File: config.mk
export PLATFORM = sky130hd
export DESIGN_NAME = uart_wb_core_flat
export DESIGN_NICKNAME = d
export VERILOG_FILES = /design/src/rtl/uart_wb_core_if.sv /design/src/rtl/uart_wb_core.sv /design/src/flat_wrapper.sv
export SDC_FILE = /design/constraint.sdc
export NUM_CORES = 1
export LEC_CHECK = 0
export ABC_AREA = 1
export CAP_MARGIN = 20
export CORE_UTILIZATION = 60
export CTS_CLUSTER_DIAMETER = 40
export DETAILED_ROUTE_END_ITERATION = 16
export DONT_BUFFER_PORTS = 1
export GPL_TIMING_DRIVEN = 0
export PLACE_DENSITY = 0.76
export SYNTH_ARGS = -nofsm -noshare
export SYNTH_HDL_FRONTEND = slang
export SYNTH_SLANG_ARGS = --single-unit
File: constraint.sdc
create_clock -name clk -period 2.74 [get_ports clk]
set_input_delay 0.274 -clock clk [delete_from_list [all_inputs] [get_ports clk]]
set_output_delay 0.274 -clock clk [all_outputs]
set_load 0.01 [all_outputs]
File: src/rtl/uart_wb_core_if.sv
// Wishbone register-bus bundle for uart_wb_core.
// The master drives address, write data, direction and strobe; the slave returns
// read data and a one-cycle acknowledge.
interface uart_wb_core_if;
   logic [2:0] wb_addr;
   logic [7:0] wb_data_in;
   logic [7:0] wb_data_out;
   logic       wb_we;
   logic       wb_stb;
   logic       wb_ack;

   modport master (output wb_addr, wb_data_in, wb_we, wb_stb, input wb_data_out, wb_ack);
   modport slave  (input wb_addr, wb_data_in, wb_we, wb_stb, output wb_data_out, wb_ack);
endinterface

File: src/rtl/uart_wb_core.sv
// Full-duplex UART with a Wishbone register file, TX/RX FIFOs, a 16-bit baud
// divider (16 ticks per bit) and a registered level interrupt.
// Optional feature: define UART_PARITY_EN to add a parity bit between data and
// stop (even parity, odd when CTRL[2] is set).
//
// state    | meaning (shared encoding for TX and RX FSMs)
// S_IDLE   | line idle, waiting for FIFO data (TX) or a low sample (RX)
// S_START  | start bit; RX re-checks the line at tick 8
// S_DATA   | DATA_BITS payload bits, LSB first
// S_PARITY | parity bit (only reachable with UART_PARITY_EN)
// S_STOP   | stop bit
module uart_wb_core #(
   parameter int          DATA_BITS  = 8,
   parameter int          FIFO_DEPTH = 16,
   parameter logic [15:0] DIV_RESET  = 16'd6
) (
   input  logic          clk,
   input  logic          reset_n,
   uart_wb_core_if.slave wb,
   output logic          tx_bit,
   input  logic          rx_bit,
   output logic          irq
);
   localparam int AW = $clog2(FIFO_DEPTH);
   localparam logic [2:0] S_IDLE   = 3'd0;
   localparam logic [2:0] S_START  = 3'd1;
   localparam logic [2:0] S_DATA   = 3'd2;
   localparam logic [2:0] S_PARITY = 3'd3;
   localparam logic [2:0] S_STOP   = 3'd4;
   localparam logic [3:0] LAST_BIT = 4'(DATA_BITS - 1);

   logic ack_q, xfer, wr, rd, div_wr, status_rd;
   logic [15:0] div_q, tick_cnt;
   logic tick;
   logic ctrl_rx_en, ctrl_tx_en, ctrl_odd;
   logic [7:0] rdata;

   // A held strobe only transfers while ack is low, giving one access per two cycles.
   assign xfer      = wb.wb_stb & ~ack_q;
   assign wr        = xfer & wb.wb_we;
   assign rd        = xfer & ~wb.wb_we;
   assign div_wr    = wr && (wb.wb_addr == 3'd2 || wb.wb_addr == 3'd3);
   assign status_rd = rd && (wb.wb_addr == 3'd4);
   assign tick      = (tick_cnt == div_q);

   logic [DATA_BITS-1:0] tx_mem [FIFO_DEPTH];
   logic [DATA_BITS-1:0] rx_mem [FIFO_DEPTH];
   logic [AW:0] tx_wp, tx_rp, rx_wp, rx_rp;
   logic tx_empty, tx_full, tx_push, tx_pop, rx_empty, rx_full, rx_push, rx_pop;
   logic [DATA_BITS-1:0] tx_head;

   assign tx_empty = (tx_wp == tx_rp);
   assign tx_full  = (tx_wp[AW] != tx_rp[AW]) && (tx_wp[AW-1:0] == tx_rp[AW-1:0]);
   assign rx_empty = (rx_wp == rx_rp);
   assign rx_full  = (rx_wp[AW] != rx_rp[AW]) && (rx_wp[AW-1:0] == rx_rp[AW-1:0]);
   assign tx_push  = wr && (wb.wb_addr == 3'd0) && !tx_full;
   assign rx_pop   = rd && (wb.wb_addr == 3'd1) && !rx_empty;
   assign tx_head  = tx_mem[tx_rp[AW-1:0]];

   logic [2:0] tx_state, rx_state;
   logic [3:0] tx_phase, rx_phase, tx_bitn, rx_bitn;
   logic [DATA_BITS-1:0] tx_shift, rx_shift;
   logic tx_busy, rx_meta, rx_s, rx_end, rx_ovr, rx_ferr, rx_perr;

   assign tx_busy = (tx_state != S_IDLE);
   // A new frame starts straight out of STOP when data is waiting, so no idle bit is inserted.
   assign tx_pop  = tick && !div_wr && !tx_empty &&
                    (tx_state == S_IDLE || (tx_state == S_STOP && tx_phase == 4'd15));
   assign rx_end  = tick && !div_wr && (rx_state == S_STOP) && (rx_phase == 4'd15);
   assign rx_push = rx_end && rx_s && !rx_full;

`ifdef UART_PARITY_EN
   logic tx_par, perr_set;
   assign perr_set = tick && !div_wr && (rx_state == S_PARITY) && (rx_phase == 4'd15) &&
                     (rx_s != (^rx_shift ^ ctrl_odd));
   // Parity error flag, cleared by a STATUS read unless a new error lands the same cycle.
   always_ff @(posedge clk or negedge reset_n)
      if (!reset_n) rx_perr <= 1'b0;
      else          rx_perr <= perr_set | (rx_perr & ~status_rd);
`else
   assign ctrl_odd = 1'b0;
   assign rx_perr  = 1'b0;
`endif

   // Register writes: divider bytes and control bits.
   always_ff @(posedge clk or negedge reset_n)
      if (!reset_n) begin
         div_q      <= DIV_RESET;
         ctrl_rx_en <= 1'b0;
         ctrl_tx_en <= 1'b0;
`ifdef UART_PARITY_EN
         ctrl_odd   <= 1'b0;
`endif
      end else if (wr) begin
         case (wb.wb_addr)
            3'd2: div_q[7:0]  <= wb.wb_data_in;
            3'd3: div_q[15:8] <= wb.wb_data_in;
            3'd5: begin
               ctrl_rx_en <= wb.wb_data_in[0];
               ctrl_tx_en <= wb.wb_data_in[1];
`ifdef UART_PARITY_EN
               ctrl_odd   <= wb.wb_data_in[2];
`endif
            end
            default: ;
         endcase
      end

   // Baud tick: counts 0..div, restarts on any divider write.
   always_ff @(posedge clk or negedge reset_n)
      if (!reset_n)               tick_cnt <= '0;
      else if (div_wr || tick)    tick_cnt <= '0;
      else                        tick_cnt <= tick_cnt + 16'd1;

   // FIFO pointers; storage below is not reset since empty pointers hide it.
   always_ff @(posedge clk or negedge reset_n)
      if (!reset_n) begin
         tx_wp <= '0; tx_rp <= '0; rx_wp <= '0; rx_rp <= '0;
      end else begin
         if (tx_push) tx_wp <= tx_wp + 1'b1;
         if (tx_pop)  tx_rp <= tx_rp + 1'b1;
         if (rx_push) rx_wp <= rx_wp + 1'b1;
         if (rx_pop)  rx_rp <= rx_rp + 1'b1;
      end

   // FIFO storage writes.
   always_ff @(posedge clk) begin
      if (tx_push) tx_mem[tx_wp[AW-1:0]] <= wb.wb_data_in[DATA_BITS-1:0];
      if (rx_push) rx_mem[rx_wp[AW-1:0]] <= rx_shift;
   end

   // TX frame sequencer; tx_bit is registered so reset forces the line high immediately.
   always_ff @(posedge clk or negedge reset_n)
      if (!reset_n) begin
         tx_state <= S_IDLE; tx_phase <= '0; tx_bitn <= '0; tx_shift <= '0; tx_bit <= 1'b1;
`ifdef UART_PARITY_EN
         tx_par   <= 1'b0;
`endif
      end else if (div_wr) begin
         tx_phase <= '0;
      end else if (tick) begin
         if (tx_pop) begin
            tx_state <= S_START; tx_phase <= '0; tx_shift <= tx_head; tx_bit <= 1'b0;
`ifdef UART_PARITY_EN
            tx_par   <= ^tx_head ^ ctrl_odd;
`endif
         end else if (tx_state != S_IDLE) begin
            if (tx_phase != 4'd15) tx_phase <= tx_phase + 4'd1;
            else begin
               tx_phase <= '0;
               case (tx_state)
                  S_START: begin tx_state <= S_DATA; tx_bitn <= '0; tx_bit <= tx_shift[0]; end
                  S_DATA:
                     if (tx_bitn == LAST_BIT) begin
`ifdef UART_PARITY_EN
                        tx_state <= S_PARITY; tx_bit <= tx_par;
`else
                        tx_state <= S_STOP;   tx_bit <= 1'b1;
`endif
                     end else begin
                        tx_bitn  <= tx_bitn + 4'd1;
                        tx_shift <= {1'b0, tx_shift[DATA_BITS-1:1]};
                        tx_bit   <= tx_shift[1];
                     end
                  S_PARITY: begin tx_state <= S_STOP; tx_bit <= 1'b1; end
                  default:  begin tx_state <= S_IDLE; tx_bit <= 1'b1; end
               endcase
            end
         end
      end

   // Two-flop synchroniser for the asynchronous serial input.
   always_ff @(posedge clk or negedge reset_n)
      if (!reset_n) begin rx_meta <= 1'b1; rx_s <= 1'b1; end
      else          begin rx_meta <= rx_bit; rx_s <= rx_meta; end

   // RX frame sequencer: validate start at tick 8, then sample every 16 ticks at bit centre.
   always_ff @(posedge clk or negedge reset_n)
      if (!reset_n) begin
         rx_state <= S_IDLE; rx_phase <= '0; rx_bitn <= '0; rx_shift <= '0;
      end else if (div_wr) begin
         rx_phase <= '0;
      end else if (tick) begin
         case (rx_state)
            S_IDLE: if (!rx_s) begin rx_state <= S_START; rx_phase <= '0; end
            S_START:
               if (rx_phase == 4'd7) begin
                  rx_phase <= '0; rx_bitn <= '0;
                  rx_state <= rx_s ? S_IDLE : S_DATA;
               end else rx_phase <= rx_phase + 4'd1;
            default:
               if (rx_phase != 4'd15) rx_phase <= rx_phase + 4'd1;
               else begin
                  rx_phase <= '0;
                  case (rx_state)
                     S_DATA: begin
                        rx_shift <= {rx_s, rx_shift[DATA_BITS-1:1]};
                        if (rx_bitn == LAST_BIT)
`ifdef UART_PARITY_EN
                           rx_state <= S_PARITY;
`else
                           rx_state <= S_STOP;
`endif
                        else rx_bitn <= rx_bitn + 4'd1;
                     end
                     S_PARITY: rx_state <= S_STOP;
                     default:  rx_state <= S_IDLE;
                  endcase
               end
         endcase
      end

   // Sticky error flags; a STATUS read clears them unless a new event lands the same cycle.
   always_ff @(posedge clk or negedge reset_n)
      if (!reset_n) begin rx_ovr <= 1'b0; rx_ferr <= 1'b0; end
      else begin
         rx_ovr  <= (rx_end & rx_s & rx_full) | (rx_ovr & ~status_rd);
         rx_ferr <= (rx_end & ~rx_s) | (rx_ferr & ~status_rd);
      end

   // Read data mux; unmapped addresses read as zero.
   always_comb begin
      rdata = 8'h00;
      case (wb.wb_addr)
         3'd1: rdata = rx_empty ? 8'h00 : 8'(rx_mem[rx_rp[AW-1:0]]);
         3'd2: rdata = div_q[7:0];
         3'd3: rdata = div_q[15:8];
         3'd4: rdata = {1'b0, tx_busy, rx_perr, rx_ferr, rx_ovr, tx_full, tx_empty, ~rx_empty};
         3'd5: rdata = {5'b0, ctrl_odd, ctrl_tx_en, ctrl_rx_en};
         default: rdata = 8'h00;
      endcase
   end

   // Bus acknowledge and read data, both valid for the single ack cycle.
   always_ff @(posedge clk or negedge reset_n)
      if (!reset_n) begin ack_q <= 1'b0; wb.wb_data_out <= 8'h00; end
      else begin
         ack_q          <= xfer;
         wb.wb_data_out <= rd ? rdata : 8'h00;
      end

   assign wb.wb_ack = ack_q;

   // Registered level interrupt.
   always_ff @(posedge clk or negedge reset_n)
      if (!reset_n) irq <= 1'b0;
      else          irq <= (ctrl_rx_en & ~rx_empty) | (ctrl_tx_en & tx_empty & ~tx_busy);
endmodule

File: src/flat_wrapper.sv
// flat-port wrapper written by rule: the top's interface ports become plain ports
module uart_wb_core_flat 
#(
   parameter int          DATA_BITS  = 8,
   parameter int          FIFO_DEPTH = 16,
   parameter logic [15:0] DIV_RESET  = 16'd6
)
  (clk, reset_n, tx_bit, rx_bit, irq, wb_wb_addr, wb_wb_data_in, wb_wb_we, wb_wb_stb, wb_wb_data_out, wb_wb_ack);
  uart_wb_core_if wb_i ();
  input  logic clk;
  input  logic reset_n;
  output logic tx_bit;
  input  logic rx_bit;
  output logic irq;
  input wire logic [$bits(wb_i.wb_addr)-1:0] wb_wb_addr;
  input wire logic [$bits(wb_i.wb_data_in)-1:0] wb_wb_data_in;
  input wire logic [$bits(wb_i.wb_we)-1:0] wb_wb_we;
  input wire logic [$bits(wb_i.wb_stb)-1:0] wb_wb_stb;
  output wire logic [$bits(wb_i.wb_data_out)-1:0] wb_wb_data_out;
  output wire logic [$bits(wb_i.wb_ack)-1:0] wb_wb_ack;
  assign wb_i.wb_addr = wb_wb_addr;
  assign wb_i.wb_data_in = wb_wb_data_in;
  assign wb_i.wb_we = wb_wb_we;
  assign wb_i.wb_stb = wb_wb_stb;
  assign wb_wb_data_out = wb_i.wb_data_out;
  assign wb_wb_ack = wb_i.wb_ack;
  uart_wb_core #(.DATA_BITS(DATA_BITS), .FIFO_DEPTH(FIFO_DEPTH), .DIV_RESET(DIV_RESET)) u_core (.clk(clk), .reset_n(reset_n), .wb(wb_i), .tx_bit(tx_bit), .rx_bit(rx_bit), .irq(irq));
endmodule
-- Word level (Yosys, flattened, before mapping)
Memory sizes are Yosys's and may differ from the RTL's.
Index checks and enable logic that the tools add are counted.
- $add $sub $neg: 9
- bitwise operators: 26
- equality and inequality tests: 38
- reductions and logical operators: 47
- multiplexer cells: 48
- operators with widths (operator ; count):
    4-bit 2-to-1 mux ; 15
    8-bit 2-to-1 mux ; 7
    8-bit one-hot mux with 5 select lines ; 1
    3-bit 2-to-1 mux ; 8
    4-bit one-hot mux with 2 select lines ; 3
    5-bit by 1-bit adder with 5-bit output, second input constant ; 4
    3-bit by 2-bit equality test with 1-bit output, second input constant ; 6
    16-bit by 1-bit adder with 16-bit output, second input constant ; 1
    4-bit by 1-bit adder with 4-bit output, second input constant ; 4
    16-bit equality test ; 1
    1-bit logical AND ; 16
    16-bit 2-to-1 mux ; 1
    7-bit AND reduction ; 2
    3-bit equality test, second input constant ; 4
    4-bit by 3-bit equality test with 1-bit output, second input constant ; 3
    1-bit inverter ; 12
    3-bit one-hot mux with 2 select lines ; 2
    6-bit AND reduction ; 2
    1-bit AND ; 11
    5-bit equality test ; 2
    2-bit AND reduction ; 5
    5-bit AND reduction ; 2
    2-bit nonzero test ; 5
    3-bit by 1-bit equality test with 1-bit output, second input constant ; 3
    other kinds (21) ; 48
- memories kept: 2
- output and inout port bits: 11
- bits in writable memories: 256
- register bits: 107
- logic and storage cells: 195
- memory list (name ; words ; width ; rd ports ; clocked after Yosys merged registers in ; wr ports ; RTL line ; text):
    u_core.rx_mem ; 16 ; 8 ; 1 ; 0 ; 1 ; uart_wb_core.sv:47 ; logic [DATA_BITS-1:0] rx_mem [FIFO_DEPTH];
    u_core.tx_mem ; 16 ; 8 ; 1 ; 0 ; 1 ; uart_wb_core.sv:46 ; logic [DATA_BITS-1:0] tx_mem [FIFO_DEPTH];

-- Longest topological paths before layout
Gate-level depths: netlist (run 1).
- depth after elaboration: 12
- gate-level depth with buffers: 15
- gate-level depth less buffers: 15

-- Worst setup path before layout (run 1)
OpenSTA, ideal clock, no wires.
- kind: register to register
- from: register u_core.div_q[2]
- to: memory u_core.rx_mem[0][0] (enable)
- buffers on the path: 0
- arrival time: 1956 ps
- stages on the path, launching flop included: 15
- setup slack: 414 ps
- path through: dfstp_2 -> inv_1 -> nand2_1 -> nand2_1 -> nor2_1 -> nand2_1 -> nor2_1 -> nand2_2 -> nor2_8 -> nand2_2 -> nor2_4 -> nand2_2 -> clkinv_2 -> nand2_2 -> nor2_1
- word-level cells in the longest chain between the ends: 8
- RTL lines (what ; RTL line ; text):
    from (decl) ; uart_wb_core.sv:33 ; logic [15:0] div_q, tick_cnt;
    from (signal assigned) ; uart_wb_core.sv:96 ; 3'd2: div_q[7:0] <= wb.wb_data_in;
    16-bit equality test ; uart_wb_core.sv:44 ; assign tick = (tick_cnt == div_q);
    1-bit logical AND (3 in a row) ; uart_wb_core.sv:69 ; assign rx_end = tick && !div_wr && (rx_state == S_STOP) && (rx_phase == 4'd15);
    1-bit logical AND (2 in a row) ; uart_wb_core.sv:70 ; assign rx_push = rx_end && rx_s && !rx_full;
    1-bit 2-to-1 mux ; uart_wb_core.sv:129 ; if (rx_push) rx_mem[rx_wp[AW-1:0]] <= rx_shift;
    1-bit 2-to-1 mux (not written as such) ; uart_wb_core.sv:129 ;
    to (decl) ; uart_wb_core.sv:47 ;
Every way passes these cells.

-- Final worst setup path (run 1)
- from: register u_core.div_q[2]
- to: memory u_core.rx_mem[13][5] (enable)
Same word-level chain as after synthesis.

==> flow_summary.ini, run 1 <==
[floorplanning]
die-area_um2 = 27800
die_height_um = 167
die_width_um = 167
core_region_area_um2 = 26400
floorplan.rows = 59
start_util_pct = 61.8
design.portCount = 27

[routing]
route.met2.wl_um = 18600
highest-signal-layer = met4
route.detailed.drc = 0
wl_met3_um = 2850
drt_first_pass_iters = 7
wirelength_um = 38600
final_antenna_net_count = 0
route.detailed.vias_per_inst = 5.68
routedLengthMet1_um = 15900
detailroute.via_count = 11900
avgRoutedWirePerCell_um = 18.4
detailedRoute.firstIterationViolations = 1229

[placed_design]
place_congestion = 0.895
worst_setup_slack_after_placement_ns = -0.183
portBuffers = 0
dp.final_hpwl_um = 25000

[cells_and_area]
fillCellCount = 1870
finalNetCount = 1762
synthToLayoutAreaGrowth_pct = 13.4
share_of_cells_above_drive_strength_1_pct = 8.84
utilization_pct = 70.1
antenna_cells_inserted = 0

[power_and_ir_drop]
p_seq_share_pct = 43.1
p_sw_share_pct = 29.5
cellLeakagePower_nw = 8.04
power_frac_comb_pct = 17.0
cellInternalPower_mw = 10.2
worst_ir_drop_vdd_mv = 0.841
pwr-share-clk_pct = 39.9
switching_power_mw = 4.28
power_per_cell_area_nw_per_um2 = 785

[synthesis]
synth-seq-area-share_pct = 63.6
ffs_latches_synth = 363
post-synth-top-count-cell = sky130_fd_sc_hd__nand2_1
avgSynthCellArea_um2 = 9.75
gate_count_after_technology_mapping = 1671
yosysTopAreaCellShare_pct = 47.2
post_synth_main_area_contributors = sky130_fd_sc_hd__edfxtp_1 (47%), sky130_fd_sc_hd__dfrtp_1 (16%), sky130_fd_sc_hd__nand2_1 (11%)
synth_top_area_cell = sky130_fd_sc_hd__edfxtp_1
synth_common_cells = sky130_fd_sc_hd__nand2_1 (459), sky130_fd_sc_hd__edfxtp_1 (256), sky130_fd_sc_hd__nor2_1 (191)
yosys.cell_types.count = 47
synth_top_flop_cell = sky130_fd_sc_hd__edfxtp_1
postSynthNetCount = 1703
synth_warnings = 0
synth_enable_flop_cells = 256
synth.cell_area_um2 = 16300
synth_async_sr_flop_share_pct = 29.5

[sta]
finalCritPeriodShare_pct = 101
report.final.slew_viol_count = 0
report.final.hold_viol_count = 0
setup_viol_count_final = 8
layout_min_cycle_time_ns = 2.77
clock_skew_ns = 0.0209
final.setup.worst_slack_ns = -0.0282
fmax_mhz = 361
max_slew_margin_vs_limit_pct = 30.8
tightestPinTransition_ns = 1.03
rsz_0062_raised_after_global_routing = true

[clocking]
root_buffer_selected_by_cts = sky130_fd_sc_hd__clkbuf_16
cts_tree = yes
cts_num_sinks = 363
h_tree_lvls = 2
cts-buffers-inserted = 44
cts_max_path_buffers = 3
cts.clk_slew.worst_paths_ns = 0.06
clkLatencyLatePin_ns = 0.54

[worst_setup_path]
worst_ep_arrival_ns = 2.95
worst-path-max-fanout = 10
reg2reg_depth = 14
capture_point_of_the_worst_reg_to_reg_path = u_core.rx_mem[13][5]
required_ns = 2.92
regToRegSetupSlack_ns = -0.03
worst-setup-path-type = reg2reg
timing.critical_path.to_type = flop
critical_path.startpoint_type = flop
reg2reg_launch_point = u_core.div_q[2]

[min_path]
hold_class = in2reg
hold_path.startpoint = wb_wb_we
hold-path-endpoint = u_core.rx_rp[1]
hold_path_depth = 3

[grt]
grt_pass1_wl_um = 60800
grt_remaining_overflow = 0
grt.total_usage_pct = 28.4
antenna_found_initial = 0
vias_in_the_first_global_route = 11700
grt_start_max_net_pins = 108

[outcome]
violated_checks = setup timing
result_of_the_run = finished, violations left

[run]
drv_cap = 0
## power groups by stage
stage               Combinational, mW  Sequential, mW  Clock [mW]
global placement                 2.22            6.34           0
detailed placement               2.27            6.35           0
CTS                              2.39            6.24        5.83
floorplan                        1.62            6.29           0
global route                     2.72            6.27        6.06
finish                           2.47            6.25        5.79
## state kept, by name (all words and copies together), names as in the netlist, 4 cells and up
register	count
u_core.tx_rp	5
u_core.rx_wp	5
u_core.tx_phase	4
u_core.tx_bitn	4
u_core.rx_rp	5
u_core.rx_mem	128
u_core.tick_cnt	16
u_core.rx_phase	4
u_core.div_q	16
u_core.tx_wp	5
u_core.tx_shift	8
u_core.tx_mem	128
u_core.rx_shift	8
u_core.rx_bitn	4
u_core.wb.wb_data_out	8
## critical path, stage by stage, from the launching register on
cell                       delay [ns]
sky130_fd_sc_hd__dfstp_2         0.53
sky130_fd_sc_hd__inv_1           0.06
sky130_fd_sc_hd__nand2_1         0.05
sky130_fd_sc_hd__nand2_1         0.08
sky130_fd_sc_hd__nor2_1          0.13
sky130_fd_sc_hd__nand2_1         0.07
sky130_fd_sc_hd__nor2_1          0.14
sky130_fd_sc_hd__nand2_2         0.12
sky130_fd_sc_hd__nor2_8          0.19
sky130_fd_sc_hd__nand2_2         0.12
sky130_fd_sc_hd__nor2_4          0.15
sky130_fd_sc_hd__nand2_2         0.08
sky130_fd_sc_hd__clkinv_2        0.10
sky130_fd_sc_hd__nand2_2         0.14
sky130_fd_sc_hd__nor2_2          0.43
## area by class of cell
type / instances / area, um^2 / area share [%]
plain buffers: 56 / 225 / 1.22
clock buffers: 51 / 1170 / 6.32
clock inverters: 30 / 300 / 1.63
inverters: 193 / 726 / 3.93
multi-input cells: 1059 / 5110 / 27.6
flip-flops and latches: 363 / 10400 / 56.1
well taps: 335 / 419 / 2.27
repair buffers: 13 / 158 / 0.853
## cell families after synthesis
kind of cell	synth area share, %
fa+ha+maj	1.23
buf+inv	5.83
flops	63.6
simple gates	21.0
compound gates	6.69
mux	0.131
xor+xnor	1.50
## layout by cell type (no fill, tap or decap), types with 14 or more instances in the layout
cell type / instances
sky130_fd_sc_hd__nand2_1: 459
sky130_fd_sc_hd__edfxtp_1: 256
sky130_fd_sc_hd__inv_1: 177
sky130_fd_sc_hd__nor2_1: 166
sky130_fd_sc_hd__nand3_1: 114
sky130_fd_sc_hd__dfrtp_1: 102
sky130_fd_sc_hd__o21ai_0: 87
sky130_fd_sc_hd__clkbuf_16: 45
sky130_fd_sc_hd__clkbuf_1: 39
sky130_fd_sc_hd__a21oi_1: 35
sky130_fd_sc_hd__xor2_1: 24
sky130_fd_sc_hd__nor3_1: 16
sky130_fd_sc_hd__o211ai_1: 16
sky130_fd_sc_hd__ha_1: 16
sky130_fd_sc_hd__nor2_2: 15
sky130_fd_sc_hd__o21ai_1: 14
sky130_fd_sc_hd__nor2_4: 14
## timing repair
item / 4_1_cts / 5_1_grt
hold buffers: 12 / 0
pin swaps: 0 / 1
endpoints found under the hold margin: 255 / 0
buffers inserted: 0 / 1
endpoints found under the setup margin: 137 / 155
gates resized for setup: 17 / 22
## layer usage
metal	track usage, %	vias to the layer above
met5	0	-
met4	10.8	0
met2	46.8	484
met1	37.6	5693
met3	5.28	99
li1	-	5660
## worst max-delay path by stage
stage,endpoint,slack (ns),from,depth (start not counted)
finish,u_core.rx_mem[13][5],-0.03,u_core.div_q[2],14
global route,u_core.rx_mem[13][5],-0.16,u_core.div_q[2],14
CTS,u_core.rx_mem[2][2],-0.07,u_core.div_q[2],14
detailed placement,u_core.rx_mem[12][7],-0.18,u_core.div_q[2],14
global placement,u_core.rx_mem[12][7],-0.16,u_core.div_q[1],14
floorplan,u_core.rx_mem[0][0],0.41,u_core.div_q[2],14
## metrics by stage
| step | power (mW) | setup TNS (ns) | hold slack (ns) | std cells | cell area (um^2) |
|---|---|---|---|---|---|
| final | 14.5 | -0.185 | 0.0120 | 2100 | 18500 |
| after global routing | 15.0 | -5.35 | 0.0321 | 2100 | 18500 |
| after CTS | 14.5 | -1.73 | 0.00867 | 2099 | 18400 |
| after detailed placement | 8.62 | -13.74 | -0.0181 | 2006 | 16700 |
| after global placement | 8.56 | -8.98 | -0.0186 | 2006 | 16700 |
| after floorplan | 7.91 | 0 | -0.0216 | 1671 | 16300 |
Power figures use the tool's default switching activity.
==> inputs of run 2 (changes only) <==
--- a/config.mk
+++ b/config.mk
@@ -5,10 +5,10 @@
 export SDC_FILE = /design/constraint.sdc
 export NUM_CORES = 1
 export LEC_CHECK = 0
-export ABC_AREA = 1
 export CAP_MARGIN = 20
 export CORE_UTILIZATION = 60
 export CTS_CLUSTER_DIAMETER = 40
+export CTS_CLUSTER_SIZE = 8
 export DETAILED_ROUTE_END_ITERATION = 16
 export DONT_BUFFER_PORTS = 1
 export GPL_TIMING_DRIVEN = 0
@@ -16,3 +16,4 @@
 export SYNTH_ARGS = -nofsm -noshare
 export SYNTH_HDL_FRONTEND = slang
 export SYNTH_SLANG_ARGS = --single-unit
+export TNS_END_PERCENT = 10
==> run 2 against run 1 <==
The run still ends with setup timing left. Critical endpoint is now u_core.rx_mem[13][4]. Highest routed layer unchanged. Die area fell by 5.9%. Routed wire length fell by 10%. Final area fell by 3.7%. Combinational power fell by 8.9%. Largest cell class unchanged. Hold slack improved by 0.083 ns. Cell count fell by 35%. Sequential power rose by 3%. Critical path depth fell by 6. Count of clock-buffer cells in the layout rose by 40.
==> flow_summary.ini, run 2 <==
[outcome]
result_of_the_run = finished, violations left
violated_checks = setup timing

[grt]
grt_start_max_net_pins = 108
grtUsageMet2_pct = 41.9
antenna_found_initial = 0
grt_max_usage_layer = met2
grt.total_usage_pct = 27.3
grt_use_met3_pct = 5.26
vias_in_the_first_global_route = 8858
grt_remaining_overflow = 0
use_met1_pct = 40.3
grt_pass1_wl_um = 52600

[floorplanning]
start_util_pct = 61.0
core_region_area_um2 = 25100
die-area_um2 = 26200
die_width_um = 162
floorplan.rows = 58
die_height_um = 162
design.portCount = 27

[cells_and_area]
share_of_cells_above_drive_strength_1_pct = 25.2
instances_no_fill = 1374
synthToLayoutAreaGrowth_pct = 16.2
layout.cells.most_common = sky130_fd_sc_hd__edfxtp_1
finalNetCount = 1032
layout.cells.most_common_list = sky130_fd_sc_hd__edfxtp_1 (256), sky130_fd_sc_hd__dfrtp_1 (101), sky130_fd_sc_hd__mux4_2 (70)

[synthesis]
ffs_latches_synth = 363
postSynthNetCount = 956
synth_async_sr_flop_share_pct = 29.5
synth_top_area_cell = sky130_fd_sc_hd__edfxtp_1
yosys.cell_types.count = 68
synth_top_flop_cell = sky130_fd_sc_hd__edfxtp_1
post-synth-top-count-cell = sky130_fd_sc_hd__edfxtp_1
post_synth_main_area_contributors = sky130_fd_sc_hd__edfxtp_1 (50%), sky130_fd_sc_hd__dfrtp_1 (17%), sky130_fd_sc_hd__mux4_2 (10%)
gate_count_after_technology_mapping = 924
synth-seq-area-share_pct = 67.7
synth.cell_area_um2 = 15300
avgSynthCellArea_um2 = 16.6
yosysTopAreaCellShare_pct = 50.2
synth_warnings = 0
synth_common_cells = sky130_fd_sc_hd__edfxtp_1 (256), sky130_fd_sc_hd__dfrtp_1 (102), sky130_fd_sc_hd__mux4_2 (70)
synth_enable_flop_cells = 256

[power_and_ir_drop]
cellLeakagePower_nw = 6.41
power_per_cell_area_nw_per_um2 = 843
fin_total_pwr_mw = 15.0
worst_ir_drop_vdd_mv = 0.601

[placed_design]
dpl.cell_count = 1258
place_congestion = 0.854
worst_setup_slack_after_placement_ns = -0.684
dp.final_hpwl_um = 21100
portBuffers = 0

[clocking]
h_tree_lvls = 2
clkLatencyLatePin_ns = 0.57
cts_max_path_buffers = 3
cts_num_sinks = 363
cts_tree = yes
root_buffer_selected_by_cts = sky130_fd_sc_hd__clkbuf_16
cts.clk_slew.worst_paths_ns = 0.05
cts-buffers-inserted = 54

[sta]
rsz_0062_raised_after_global_routing = true
finalCritPeriodShare_pct = 100
fmax_mhz = 364
clock_skew_ns = 0.0426
final.setup.worst_slack_ns = -0.00887
layout_min_cycle_time_ns = 2.75
report.final.hold_viol_count = 0
max_slew_margin_vs_limit_pct = 41.7
setup_viol_count_final = 6
final.setup.tns_ns = -0.0366
tightestPinTransition_ns = 0.871
report.final.slew_viol_count = 0

[worst_setup_path]
reg2reg_depth = 8
worst-path-max-fanout = 8
worst-path-buf-inv = 3
critical_path.max_stage_delay_ns = 0.45
worst_setup_path_startpoint = u_core.rx_wp[2]
setup.worst_path.end = u_core.rx_mem[13][4]
capture_point_of_the_worst_reg_to_reg_path = u_core.rx_mem[13][4]
reg2reg_launch_point = u_core.rx_wp[2]
regToRegSetupSlack_ns = -0.009
critical_path.startpoint_type = flop
crit_path_top_delay_cell = sky130_fd_sc_hd__nor4_2
path_depth = 8
worst-setup-path-type = reg2reg
worst_ep_arrival_ns = 3.04
critical_path.cell_chain = clkbuf_1, xor2_1, nor4_2, nor2b_2, nor4b_4, buf_4, clkdlybuf4s15_2, and3_2
timing.critical_path.to_type = flop
required_ns = 3.03
critPathTopFamily = simple AND/OR/NAND/NOR gates

[min_path]
hold_class = in2reg

[routing]
detailedRoute.firstIterationViolations = 971
avgRoutedWirePerCell_um = 25.2
wirelength_um = 34600
drt_first_pass_iters = 5
route.detailed.drc = 0
detailroute.via_count = 8764
final_antenna_net_count = 0
route.detailed.vias_per_inst = 6.38

[run]
drv_cap = 0
[run 2: worst min path at each step]
stage | slack, ns | cells after the start | startpoint | end
after floorplan | -0.02 | 0 | reset_n | u_core.ctrl_rx_en
after global placement | -0.02 | 0 | reset_n | u_core.tx_shift[6]
after detailed placement | -0.02 | 0 | reset_n | u_core.tx_shift[6]
after CTS | 0.06 | 3 | wb_wb_addr[1] | u_core.rx_ferr
after global routing | 0.08 | 3 | wb_wb_addr[1] | u_core.rx_ovr
final | 0.09 | 3 | wb_wb_addr[1] | u_core.rx_ferr
[run 2: tightest hold or removal path, stage by stage]
cell,delay (ns)
sky130_fd_sc_hd__nor3_1,0.08
sky130_fd_sc_hd__nand2_1,0.12
sky130_fd_sc_hd__a32o_1,0.12
[run 2: final cells by class]
cell class / count / area [um^2]
sequential: 363 / 10400
clock buffer: 91 / 1540
inverter: 17 / 63.8
fill: 1625 / 7310
tap: 330 / 413
antenna: 1 / 2.50
multi-input combinational: 505 / 4850
timing repair buffer: 22 / 236
buffer: 37 / 184
clock inverter: 8 / 129
[run 2: logic make-up after synthesis]
group | count (synthesis) | synth area share (%)
buffers and inverters | 56 | 1.52
AO/OA/AOI/OAI | 100 | 4.47
flip-flops | 363 | 67.7
adder cells (fa/ha/maj) | 16 | 1.31
multiplexers | 123 | 14.2
AND/OR/NAND/NOR | 213 | 7.82
XOR/XNOR | 53 | 3.03
[run 2: where the power goes]
group          total (mW)  internal [mW]  switching [mW]
Clock                6.33           3.99            2.34
Combinational        2.25           1.05            1.20
Sequential           6.41           6.13           0.289
[run 2: per-stage QoR]
| stage | instance area, um^2 | hold WS, ns | util (%) |
|---|---|---|---|
| floorplan | 15300 | -0.0216 | - |
| global placement | 15700 | -0.0191 | 62.7 |
| detailed placement | 15800 | -0.0189 | 62.8 |
| CTS | 17700 | 0.0580 | 70.6 |
| global route | 17800 | 0.0823 | 70.9 |
| finish | 17800 | 0.0950 | 70.9 |
[run 2: layer usage]
layer / up-vias / routed length, um
met5: - / 0
li1: 3768 / -
met1: 4466 / 14800
met3: 77 / 2800
met2: 453 / 16100
met4: 0 / 841
[run 2: repair_timing]
action                                 4_1_cts  5_1_grt
hold buffers                                12        0
setup endpoints to repair                  264      212
resized for setup                           35       18
endpoints found under the hold margin      255        0
gates cloned                                 1        0
pin swaps                                    6        4
setup buffers                                4        1
